`src/rtl/opram_pkg.sv`:
```
// Shared constants and payload types for the op RAM arbiter slice.
package opram_pkg;

    localparam int unsigned AW             = 8;
    localparam int unsigned DW             = 8;
    localparam int unsigned RAM_DEPTH      = 1 << AW;
    localparam int unsigned READ_LAT_DEF   = 1;
    localparam int unsigned STARVE_LIM_DEF = 4;

    // Winner of the single RAM slot in a cycle.
    typedef enum logic [1:0] {
        GNT_NONE = 2'd0,
        GNT_WR   = 2'd1,
        GNT_RD   = 2'd2
    } gnt_e;

    // Pin-level command presented to the op RAM.
    typedef struct packed {
        logic          wre;
        logic [AW-1:0] ad;
        logic [DW-1:0] din;
    } ram_cmd_t;

endpackage

```
`src/rtl/opram_arbiter_if.sv`:
```
// Requester-side bus of the op RAM arbiter: loader write port and fetch read port.
interface opram_arbiter_if;
    import opram_pkg::*;

    logic          wr_valid;
    logic          wr_ready;
    logic [AW-1:0] wr_addr;
    logic [DW-1:0] wr_data;
    logic          rd_req;
    logic          rd_gnt;
    logic [AW-1:0] rd_addr;
    logic          rd_valid;
    logic [DW-1:0] rd_data;

    modport master (
        output wr_valid, wr_addr, wr_data, rd_req, rd_addr,
        input  wr_ready, rd_gnt, rd_valid, rd_data
    );

    modport slave (
        input  wr_valid, wr_addr, wr_data, rd_req, rd_addr,
        output wr_ready, rd_gnt, rd_valid, rd_data
    );

endinterface

```
`src/rtl/opram_rd_pipe.sv`:
```
// Tracks granted reads through the RAM latency and returns the op on the matching cycle.
module opram_rd_pipe
    import opram_pkg::*;
#(
    parameter int unsigned READ_LAT = READ_LAT_DEF
) (
    input  logic          clk,
    input  logic          rst,
    input  logic          issue,
    input  logic [DW-1:0] ram_dout,
    output logic          rd_valid,
    output logic [DW-1:0] rd_data,
    output logic          in_flight
);

    logic [READ_LAT-1:0] pipe_q;
    logic [DW-1:0]       hold_q;

    // One valid bit per cycle of RAM latency.
    generate
        if (READ_LAT == 1) begin : g_lat1
            always_ff @(posedge clk or posedge rst) begin
                if (rst) begin
                    pipe_q <= '0;
                end else begin
                    pipe_q <= issue;
                end
            end
        end else begin : g_latn
            always_ff @(posedge clk or posedge rst) begin
                if (rst) begin
                    pipe_q <= '0;
                end else begin
                    pipe_q <= {pipe_q[READ_LAT-2:0], issue};
                end
            end
        end
    endgenerate

    // Keeps the last returned op visible between returns.
    always_ff @(posedge clk or posedge rst) begin
        if (rst) begin
            hold_q <= '0;
        end else if (rd_valid) begin
            hold_q <= ram_dout;
        end
    end

    assign rd_valid  = pipe_q[READ_LAT-1];
    assign rd_data   = rd_valid ? ram_dout : hold_q;
    assign in_flight = |pipe_q;

endmodule

```
`src/rtl/opram_arbiter.sv`:
```
// Op RAM arbiter: one RAM access per cycle between the loader (write) and fetch (read).
// Optional write protection below a base address: define OPRAM_ARB_WPROT_EN.
module opram_arbiter
    import opram_pkg::*;
#(
    parameter int unsigned READ_LAT   = READ_LAT_DEF,
    parameter int unsigned STARVE_LIM = STARVE_LIM_DEF
) (
    input  logic            clk,
    input  logic            rst,
    opram_arbiter_if.slave  bus,
    output logic            ram_ce,
    output logic            ram_oce,
    output logic            ram_wre,
    output logic [AW-1:0]   ram_ad,
    output logic [DW-1:0]   ram_din,
    input  logic [DW-1:0]   ram_dout,
    output logic            busy
`ifdef OPRAM_ARB_WPROT_EN
    ,
    input  logic            wp_en,
    input  logic [AW-1:0]   wp_base,
    output logic            wp_err
`endif
);

    localparam int unsigned SW = (STARVE_LIM < 1) ? 1 : $clog2(STARVE_LIM + 1);

    gnt_e          gnt;
    ram_cmd_t      cmd;
    logic          starved;
    logic          wr_hazard;
    logic          wr_grant;
    logic          rd_grant;
    logic          in_flight;
    logic          wp_block;
    logic [SW-1:0] starve_q;
    logic [AW-1:0] ad_q;
    logic [DW-1:0] din_q;

    assign starved = (starve_q >= SW'(STARVE_LIM));

    // A pipelined RAM output register needs oce high until outstanding reads are delivered.
    assign wr_hazard = (READ_LAT >= 2) && in_flight;

`ifdef OPRAM_ARB_WPROT_EN
    assign wp_block = wp_en && (bus.wr_addr < wp_base);
`else
    assign wp_block = 1'b0;
`endif

    // Read has priority unless the write is starved or the fetch is idle.
    always_comb begin
        gnt = GNT_NONE;
        if (!rst) begin
            if (bus.wr_valid && (starved || !bus.rd_req)) begin
                if (!wr_hazard) begin
                    gnt = GNT_WR;
                end
            end else if (bus.rd_req) begin
                gnt = GNT_RD;
            end
        end
    end

    assign wr_grant    = (gnt == GNT_WR);
    assign rd_grant    = (gnt == GNT_RD);
    assign bus.wr_ready = wr_grant;
    assign bus.rd_gnt   = rd_grant;

    // RAM pins follow the grant in the same cycle; address and data hold when idle.
    always_comb begin
        cmd = '{wre: 1'b0, ad: ad_q, din: din_q};
        unique case (gnt)
            GNT_WR: begin
                cmd.wre = !wp_block;
                cmd.ad  = bus.wr_addr;
                cmd.din = bus.wr_data;
            end
            GNT_RD: begin
                cmd.ad = bus.rd_addr;
            end
            default: begin
            end
        endcase
    end

    always_ff @(posedge clk or posedge rst) begin
        if (rst) begin
            ad_q  <= '0;
            din_q <= '0;
        end else begin
            ad_q  <= cmd.ad;
            din_q <= cmd.din;
        end
    end

    // Counts refused write cycles, saturating at the starvation limit.
    always_ff @(posedge clk or posedge rst) begin
        if (rst) begin
            starve_q <= '0;
        end else if (bus.wr_valid && !wr_grant) begin
            if (!starved) begin
                starve_q <= starve_q + SW'(1);
            end
        end else begin
            starve_q <= '0;
        end
    end

`ifdef OPRAM_ARB_WPROT_EN
    always_ff @(posedge clk or posedge rst) begin
        if (rst) begin
            wp_err <= 1'b0;
        end else begin
            wp_err <= wr_grant && wp_block;
        end
    end
`endif

    opram_rd_pipe #(
        .READ_LAT (READ_LAT)
    ) u_rd_pipe (
        .clk       (clk),
        .rst       (rst),
        .issue     (rd_grant),
        .ram_dout  (ram_dout),
        .rd_valid  (bus.rd_valid),
        .rd_data   (bus.rd_data),
        .in_flight (in_flight)
    );

    assign ram_ce  = 1'b1;
    assign ram_wre = cmd.wre;
    assign ram_oce = !cmd.wre;
    assign ram_ad  = cmd.ad;
    assign ram_din = cmd.din;
    assign busy    = !rst && (in_flight || bus.wr_valid || bus.rd_req);

endmodule

```
`src/flat_wrapper.sv`:
```
// flat-port wrapper written by rule: the top's interface ports become plain ports
module opram_arbiter_flat import opram_pkg::*;
#(
    parameter int unsigned READ_LAT   = READ_LAT_DEF,
    parameter int unsigned STARVE_LIM = STARVE_LIM_DEF
)
  (clk, rst, ram_ce, ram_oce, ram_wre, ram_ad, ram_din, ram_dout, busy, bus_wr_valid, bus_wr_addr, bus_wr_data, bus_rd_req, bus_rd_addr, bus_wr_ready, bus_rd_gnt, bus_rd_valid, bus_rd_data);
  opram_arbiter_if bus_i ();
  input  logic clk;
  input  logic rst;
  output logic ram_ce;
  output logic ram_oce;
  output logic ram_wre;
  output logic [AW-1:0] ram_ad;
  output logic [DW-1:0] ram_din;
  input  logic [DW-1:0] ram_dout;
  output logic busy;
  input wire logic [$bits(bus_i.wr_valid)-1:0] bus_wr_valid;
  input wire logic [$bits(bus_i.wr_addr)-1:0] bus_wr_addr;
  input wire logic [$bits(bus_i.wr_data)-1:0] bus_wr_data;
  input wire logic [$bits(bus_i.rd_req)-1:0] bus_rd_req;
  input wire logic [$bits(bus_i.rd_addr)-1:0] bus_rd_addr;
  output wire logic [$bits(bus_i.wr_ready)-1:0] bus_wr_ready;
  output wire logic [$bits(bus_i.rd_gnt)-1:0] bus_rd_gnt;
  output wire logic [$bits(bus_i.rd_valid)-1:0] bus_rd_valid;
  output wire logic [$bits(bus_i.rd_data)-1:0] bus_rd_data;
  assign bus_i.wr_valid = bus_wr_valid;
  assign bus_i.wr_addr = bus_wr_addr;
  assign bus_i.wr_data = bus_wr_data;
  assign bus_i.rd_req = bus_rd_req;
  assign bus_i.rd_addr = bus_rd_addr;
  assign bus_wr_ready = bus_i.wr_ready;
  assign bus_rd_gnt = bus_i.rd_gnt;
  assign bus_rd_valid = bus_i.rd_valid;
  assign bus_rd_data = bus_i.rd_data;
  opram_arbiter #(.READ_LAT(READ_LAT), .STARVE_LIM(STARVE_LIM)) u_core (.clk(clk), .rst(rst), .bus(bus_i), .ram_ce(ram_ce), .ram_oce(ram_oce), .ram_wre(ram_wre), .ram_ad(ram_ad), .ram_din(ram_din), .ram_dout(ram_dout), .busy(busy));
endmodule
```
`config.mk`:
```
export PLATFORM = sky130hd
export DESIGN_NAME = opram_arbiter_flat
export DESIGN_NICKNAME = d
export VERILOG_FILES = /design/src/rtl/opram_pkg.sv /design/src/rtl/opram_arbiter_if.sv /design/src/rtl/opram_rd_pipe.sv /design/src/rtl/opram_arbiter.sv /design/src/flat_wrapper.sv
export SDC_FILE = /design/constraint.sdc
export NUM_CORES = 1
export LEC_CHECK = 0
export ABC_AREA = 1
export CAP_MARGIN = 20
export CORE_MARGIN = 1.5
export CORE_UTILIZATION = 43
export DETAILED_ROUTE_END_ITERATION = 8
export GPL_TIMING_DRIVEN = 0
export PLACE_DENSITY = 0.85
export SYNTH_ARGS = -nofsm -noshare
export SYNTH_HDL_FRONTEND = slang
export SYNTH_HIERARCHICAL = 1
export SYNTH_SLANG_ARGS = --single-unit
```
`constraint.sdc`:
```
create_clock -name clk -period 3.96 [get_ports clk]
set_clock_uncertainty 0.15 [all_clocks]
set_input_delay 0.792 -clock clk [delete_from_list [all_inputs] [get_ports clk]]
set_output_delay 0.792 -clock clk [all_outputs]
set_load 0.05 [all_outputs]
```
==> flow_summary.json, run 1 <==
{
  "max_freq_mhz": 260,
  "synth_edf_count": 0,
  "htreeDepth": 1,
  "hold_violations": 0,
  "report.final.slew_viol_count": 0,
  "grt_max_degree": 15,
  "crit_arrival_ns": 2.90,
  "die_y_um": 58.9,
  "ys_ff_latch": 28,
  "ys_seq_area_share_pct": 52.2,
  "wl_um": 2880,
  "hp-class": "register to register",
  "syn_area_per_cell_um2": 8.09,
  "syn2layout_area_growth_pct": 54.4,
  "critPathLaunchType": "input port",
  "grt_pass1_wl_um": 4770,
  "synth.cell_area_um2": 1340,
  "cp_num_buf_inv": 6,
  "dp_slack_ns": -0.753,
  "hpwl_um": 2210,
  "rsz0062_at_grt": "false",
  "drive_gt1_share_pct": 14.0,
  "core-area_um2": 3000,
  "portBuffers": 65,
  "yosysTopAreaCell": "dfrtp_1",
  "netlist-cell-type-count": 17,
  "antenna_found_initial": 0,
  "synth_most_common_cell": "nand2_1",
  "vias_per_cell": 4.52,
  "tightest_slew_ns": 0.520,
  "holdWs_ns": 0.329,
  "end_kind": "primary output",
  "fin_crit_ns": 3.84,
  "drv_cap": 0,
  "cts_made_buffers": 3,
  "fillCellCount": 257,
  "peakVddDrop_mv": 0.192,
  "finish.utilization_pct": 69.0,
  "setup_tns_ns": 0,
  "power.density_nw_per_um2": 402,
  "leakagePower_nw": 1.08,
  "place.gp.congestion": 0.702,
  "grt_overflow": 0,
  "die-area_um2": 3470,
  "start_util_pct": 44.7,
  "crit_path_frequent_cell": "clkdlybuf4s50_1",
  "die_width_um": 58.9,
  "clockRootBuffer": "clkbuf_4",
  "cpLargestDelayFamily": "buffers and inverters",
  "syn-num-nets": 207,
  "post_drt_wl_per_cell_um": 10.7,
  "crit_chain": "clkdlybuf4s50_1 > clkinvlp_4 > nand3_2 > inv_2 > ha_1 > buf_4 > inv_1 > clkdlybuf4s50_1",
  "critPathMaxStageDelay_ns": 0.79,
  "worstPathRequired_ns": 3.02,
  "synthArstFlopShare_pct": 100,
  "setup_viol": 0,
  "drc_errors": 0,
  "yosys_warnings": 6,
  "dp.cells": 264,
  "drtIter0Drc": 31,
  "cts.sinks": 28,
  "crit_type": "input port to primary output",
  "layout.cells.non_filler": 269,
  "netlist.area_leader.share_pct": 52.2,
  "grt_usage_pct": 18.6,
  "clockBufferDepth": 2,
  "synth-main-ff-cell": "dfrtp_1",
  "setup_slack_ns": 0.120,
  "path_max_fanout": 9,
  "crit_path_top_delay_cell": "clkdlybuf4s50_1",
  "cts_tree": "done",
  "min_period_over_period_pct": 97.0,
  "status": "finished, final reports clean",
  "diodes": 0,
  "rows": 20,
  "synth_common_cells": "nand2_1, dfrtp_1, inv_1, buf_4, ha_1",
  "ios": 67,
  "clock_latency_ns": 0.32,
  "syn_inst": 166,
  "synth.area.top_cells": "dfrtp_1, nand2_1, ha_1",
  "max_slew_margin_pct": 65.1,
  "path_clk_slew_ns": 0.13,
  "drt_pre_antenna_iters": 4,
  "grt_pass1_vias": 1112,
  "ant_nets": 0,
  "dr_total_vias": 1217,
  "fin_nets": 279
}
-- flip-flops by register name (all words and copies together) (netlist names) --
register                    cells
u_core/ad_q                     8
u_core/starve_q                 3
u_core/u_rd_pipe/in_flight      1
u_core/u_rd_pipe/hold_q         8
u_core/din_q                    8
-- per-stage QoR --
| stage | power [W] | area (µm²) |
|---|---|---|
| 2_1_floorplan | 0.000603 | 1340 |
| 3_3_place_gp | 0.000740 | 2030 |
| 3_5_place_dp | 0.000746 | 2030 |
| 4_1_cts | 0.000842 | 2070 |
| 5_1_grt | 0.000881 | 2070 |
| 6_report | 0.000834 | 2070 |
-- layer usage --
| layer | up-vias | GRT usage [%] | share of wire [%] |
|---|---|---|---|
| met5 | - | 0 | 0 |
| met4 | 0 | 8.77 | 1.8 |
| met3 | 4 | 4.18 | 5.5 |
| met2 | 35 | 31.6 | 49 |
| met1 | 550 | 22.3 | 44 |
| li1 | 628 | - | - |
-- placed cells by master (no fill, tap or decap), drive strengths merged --
cell	n
a21oi	3
buf	9
clkbuf	3
clkdlybuf4s15	9
clkdlybuf4s50	48
clkinvlp	2
conb	1
dfrtp	28
dlygate4sd2	8
ha	5
inv	10
nand2	106
nand3	1
nor2	2
o21ai	1
-- power by group --
part           switching [W]  leakage [nW]  internal, W
combinational       0.000254         0.710     0.000125
clock              0.0000750        0.0138    0.0000356
sequential         0.0000138         0.359     0.000330
-- worst reg2reg max path: stages, from the launching register on --
cell and delay, ns:
dfrtp_1 0.44, inv_2 0.09, nand2_2 0.07, nand3_2 0.08
inv_2 0.04, ha_1 0.29, buf_6 0.14, inv_2 0.13
nand2_1 0.08, nand2_1 0.07
-- area by class of cell --
type	instances	area [µm²]	area share (%)
repair inverters	1	5.00	0.241
well taps	33	41.3	1.99
inverters	11	52.6	2.53
clock buffers	3	22.5	1.09
flip-flops and latches	28	701	33.8
multi-input cells	119	522	25.2
plain buffers	8	71.3	3.44
repair buffers	66	658	31.7
-- cell families after synthesis --
| group | share of synthesized area (%) |
|---|---|
| AND/OR/NAND/NOR | 31.9 |
| flip-flops | 52.2 |
| buffers and inverters | 8.95 |
| adder cells (fa/ha/maj) | 4.66 |
| AO/OA/AOI/OAI | 2.05 |
| other | 0.279 |
-- final timing paths --
kind,start,endpoint,slack (ns),cells past startpoint
max,rst,ram_oce,0.12,8
min,u_core/din_q[2]$_DFF_PP0_,u_core/din_q[2]$_DFF_PP0_,0.33,2
max reg2reg,u_core/starve_q[2]$_DFFE_PP0P_,u_core/ad_q[7]$_DFF_PP0_,2.31,9
min reg2reg,u_core/din_q[2]$_DFF_PP0_,u_core/din_q[2]$_DFF_PP0_,0.33,2
max in group asynchronous,rst,u_core/ad_q[4]$_DFF_PP0_,2.58,2
min in group asynchronous,rst,u_core/u_rd_pipe/hold_q[0]$_DFF_PP0_,0.74,2
-- what timing repair did --
| action | 4_1_cts | 5_1_grt |
|---|---|---|
| cloned | 1 | 0 |
| pin swaps | 0 | 0 |
| gates resized for setup | 34 | 1 |
| setup buffers | 1 | 0 |
| endpoints found under the hold margin | 0 | 0 |
| endpoints found under the setup margin | 20 | 1 |
| hold buffers | 0 | 0 |
No activity file was read; power rests on OpenSTA's default activity.
==> run 2: changes to the inputs <==
CORE_ASPECT_RATIO = 2   (was unset)
SLEW_MARGIN = 5   (was unset)
==> run 2 against run 1 <==
Compared with the run above: maximum frequency is 1.3% higher; sequential share of layout area is 0.30 points lower; non-clock buffer count is 1 higher; worst hold slack worse by 0.0058 ns; total power is 5.4% higher; die area is 0.59% higher; via count is 1.9% higher.
==> flow_summary.json, run 2 (same netlist as run 1, synthesis figures left out) <==
{
  "status": "finished, final reports clean",
  "routedLengthMet1_um": 1090,
  "dr_total_vias": 1240,
  "fin_crit_ns": 3.79,
  "postPlaceCellArea_um2": 2030,
  "clock_latency_ns": 0.27,
  "grt_max_degree": 15,
  "ant_nets": 0,
  "clockRootBuffer": "clkbuf_8",
  "vias_per_cell": 4.64,
  "cts_made_buffers": 3,
  "crit_chain": "clkdlybuf4s50_1 > clkinvlp_4 > nand2_1 > inv_1 > nand2_1 > ha_1 > buf_6 > nand2_1 > nand2_1 > clkdlybuf4s15_1",
  "place.gp.congestion": 0.688,
  "dp.cells": 261,
  "diodes": 0,
  "grt_pass1_vias": 1271,
  "wl_met2_um": 1730,
  "antenna_found_initial": 0,
  "worstPathRequired_ns": 3.02,
  "die_y_um": 82.0,
  "crit_path_frequent_cell": "nand2_1",
  "crit_path_top_delay_cell": "clkdlybuf4s50_1",
  "layout.cells.non_filler": 267,
  "grt_usage_pct": 20.2,
  "rr_worst_depth": 9,
  "drive_gt1_share_pct": 15.6,
  "top_layer": "met4",
  "post_drt_wl_per_cell_um": 11.4,
  "drtIter0Drc": 14,
  "power.density_nw_per_um2": 421,
  "path_max_fanout": 9,
  "r2r_start": "u_core/starve_q[2]$_DFFE_PP0P_",
  "setup_slack_ns": 0.168,
  "fillCellCount": 224,
  "peakVddDrop_mv": 0.284,
  "max_freq_mhz": 264,
  "drc_errors": 0,
  "drv_cap": 0,
  "multi_input_area_um2": 522,
  "grt_overflow": 0,
  "grt_pass1_wl_um": 5350,
  "r2r_setup_slack_ns": 2.30,
  "report.final.slew_viol_count": 0,
  "hold_path_depth": 2,
  "clockBufferDepth": 2,
  "crit_arrival_ns": 2.85,
  "setup_tns_ns": 0,
  "ios": 67,
  "core-area_um2": 2980,
  "portBuffers": 65,
  "hold-path-endpoint": "u_core/u_rd_pipe/hold_q[3]$_DFF_PP0_",
  "hpwl_um": 2320,
  "top_regs": "u_core/ad_q: 8 flops, u_core/din_q: 8 flops, u_core/u_rd_pipe/hold_q: 8 flops",
  "die_width_um": 42.5,
  "syn2layout_area_growth_pct": 55.8,
  "regArea_um2": 701,
  "hold_violations": 0,
  "critPathMaxStageDelay_ns": 0.58,
  "hp-start": "u_core/u_rd_pipe/hold_q[3]$_DFF_PP0_",
  "fin_area_um2": 2090,
  "start_util_pct": 45.1,
  "htreeDepth": 1,
  "dp_slack_ns": -0.758,
  "rsz0062_at_grt": "false",
  "met3_length_um": 159,
  "final_common_cell": "nand2_1",
  "fin_nets": 280,
  "cts.sinks": 28,
  "crit_type": "input port to primary output",
  "wl_um": 3040,
  "leakagePower_nw": 1.08,
  "hp-class": "register to register",
  "ctsHoldBuffers": 0,
  "layout_common_cells": "nand2_1, clkdlybuf4s50_1, dfrtp_1",
  "reg2reg_to": "u_core/ad_q[2]$_DFF_PP0_",
  "setup_viol": 0,
  "die-area_um2": 3490,
  "rows": 28,
  "end_kind": "primary output",
  "path_clk_slew_ns": 0.08,
  "critPathLaunchType": "input port",
  "tightest_slew_ns": 0.520,
  "drt_pre_antenna_iters": 4,
  "cts_tree": "done",
  "max_slew_margin_pct": 65.1,
  "min_period_over_period_pct": 95.8
}
-- run 2: cell types whose count changed in the layout (fill, tap and decap cells not counted), sizes merged --
cell           change
clkbuf             +3
clkdlybuf4s15      +4
dlymetal6s2s       +1
buf                +1
clkdlybuf4s50      -1
dlygate4sd2        -7
-- run 2: final cells by class --
| class | instances | share of cell area, % |
|---|---|---|
| Buffer | 8 | 3.41 |
| Clock buffer | 3 | 1.97 |
| Inverter | 11 | 2.51 |
| Multi-Input combinational cell | 119 | 24.9 |
| Sequential cell | 28 | 33.5 |
| Tap cell | 30 | 1.79 |
| Timing Repair Buffer | 67 | 31.6 |
| Timing Repair inverter | 1 | 0.239 |
-- run 2: what timing repair did --
item / 4_1_cts / 5_1_grt
gates resized for setup: 34 / 12
cloned: 1 / 0
buffers inserted: 2 / 0
pin swaps: 0 / 0
setup endpoints to repair: 21 / 9
-- run 2: critical path, delay by kind of cell --
family | cells | cell delay (ns)
and+or+nand+nor | 4 | 0.35
adders and majority gates | 1 | 0.22
buffers and inverters | 5 | 1.48
-- run 2: worst max path at each step --
stage / from / to / depth (start not counted)
6_report: rst / ram_din[4] / 10
5_1_grt: rst / ram_din[7] / 10
4_1_cts: rst / ram_din[0] / 10
3_3_place_gp: rst / ram_ad[0] / 11
2_1_floorplan: rst / ram_ad[0] / 9
3_5_place_dp: rst / ram_ad[0] / 11
-- run 2: where the power goes --
part	total, W	switching, W	internal, W
sequential	0.000345	0.0000139	0.000331
combinational	0.000384	0.000258	0.000126
clock	0.000151	0.0000832	0.0000683
-- run 2: per-stage QoR --
stage               power (W)  hold WS (ns)  util (%)
floorplan            0.000603         0.381         -
global placement     0.000741         0.299      68.2
detailed placement   0.000747         0.308      68.2
CTS                  0.000887         0.325      70.3
global route         0.000926         0.351      70.3
finish               0.000880         0.323      70.3
-- run 2: routing by layer --
| metal | vias to the layer above | global-route usage, % |
|---|---|---|
| met5 | - | 0 |
| met4 | 0 | 8.44 |
| met3 | 5 | 1.98 |
| met2 | 54 | 39.8 |
| met1 | 549 | 20.8 |
| li1 | 632 | - |
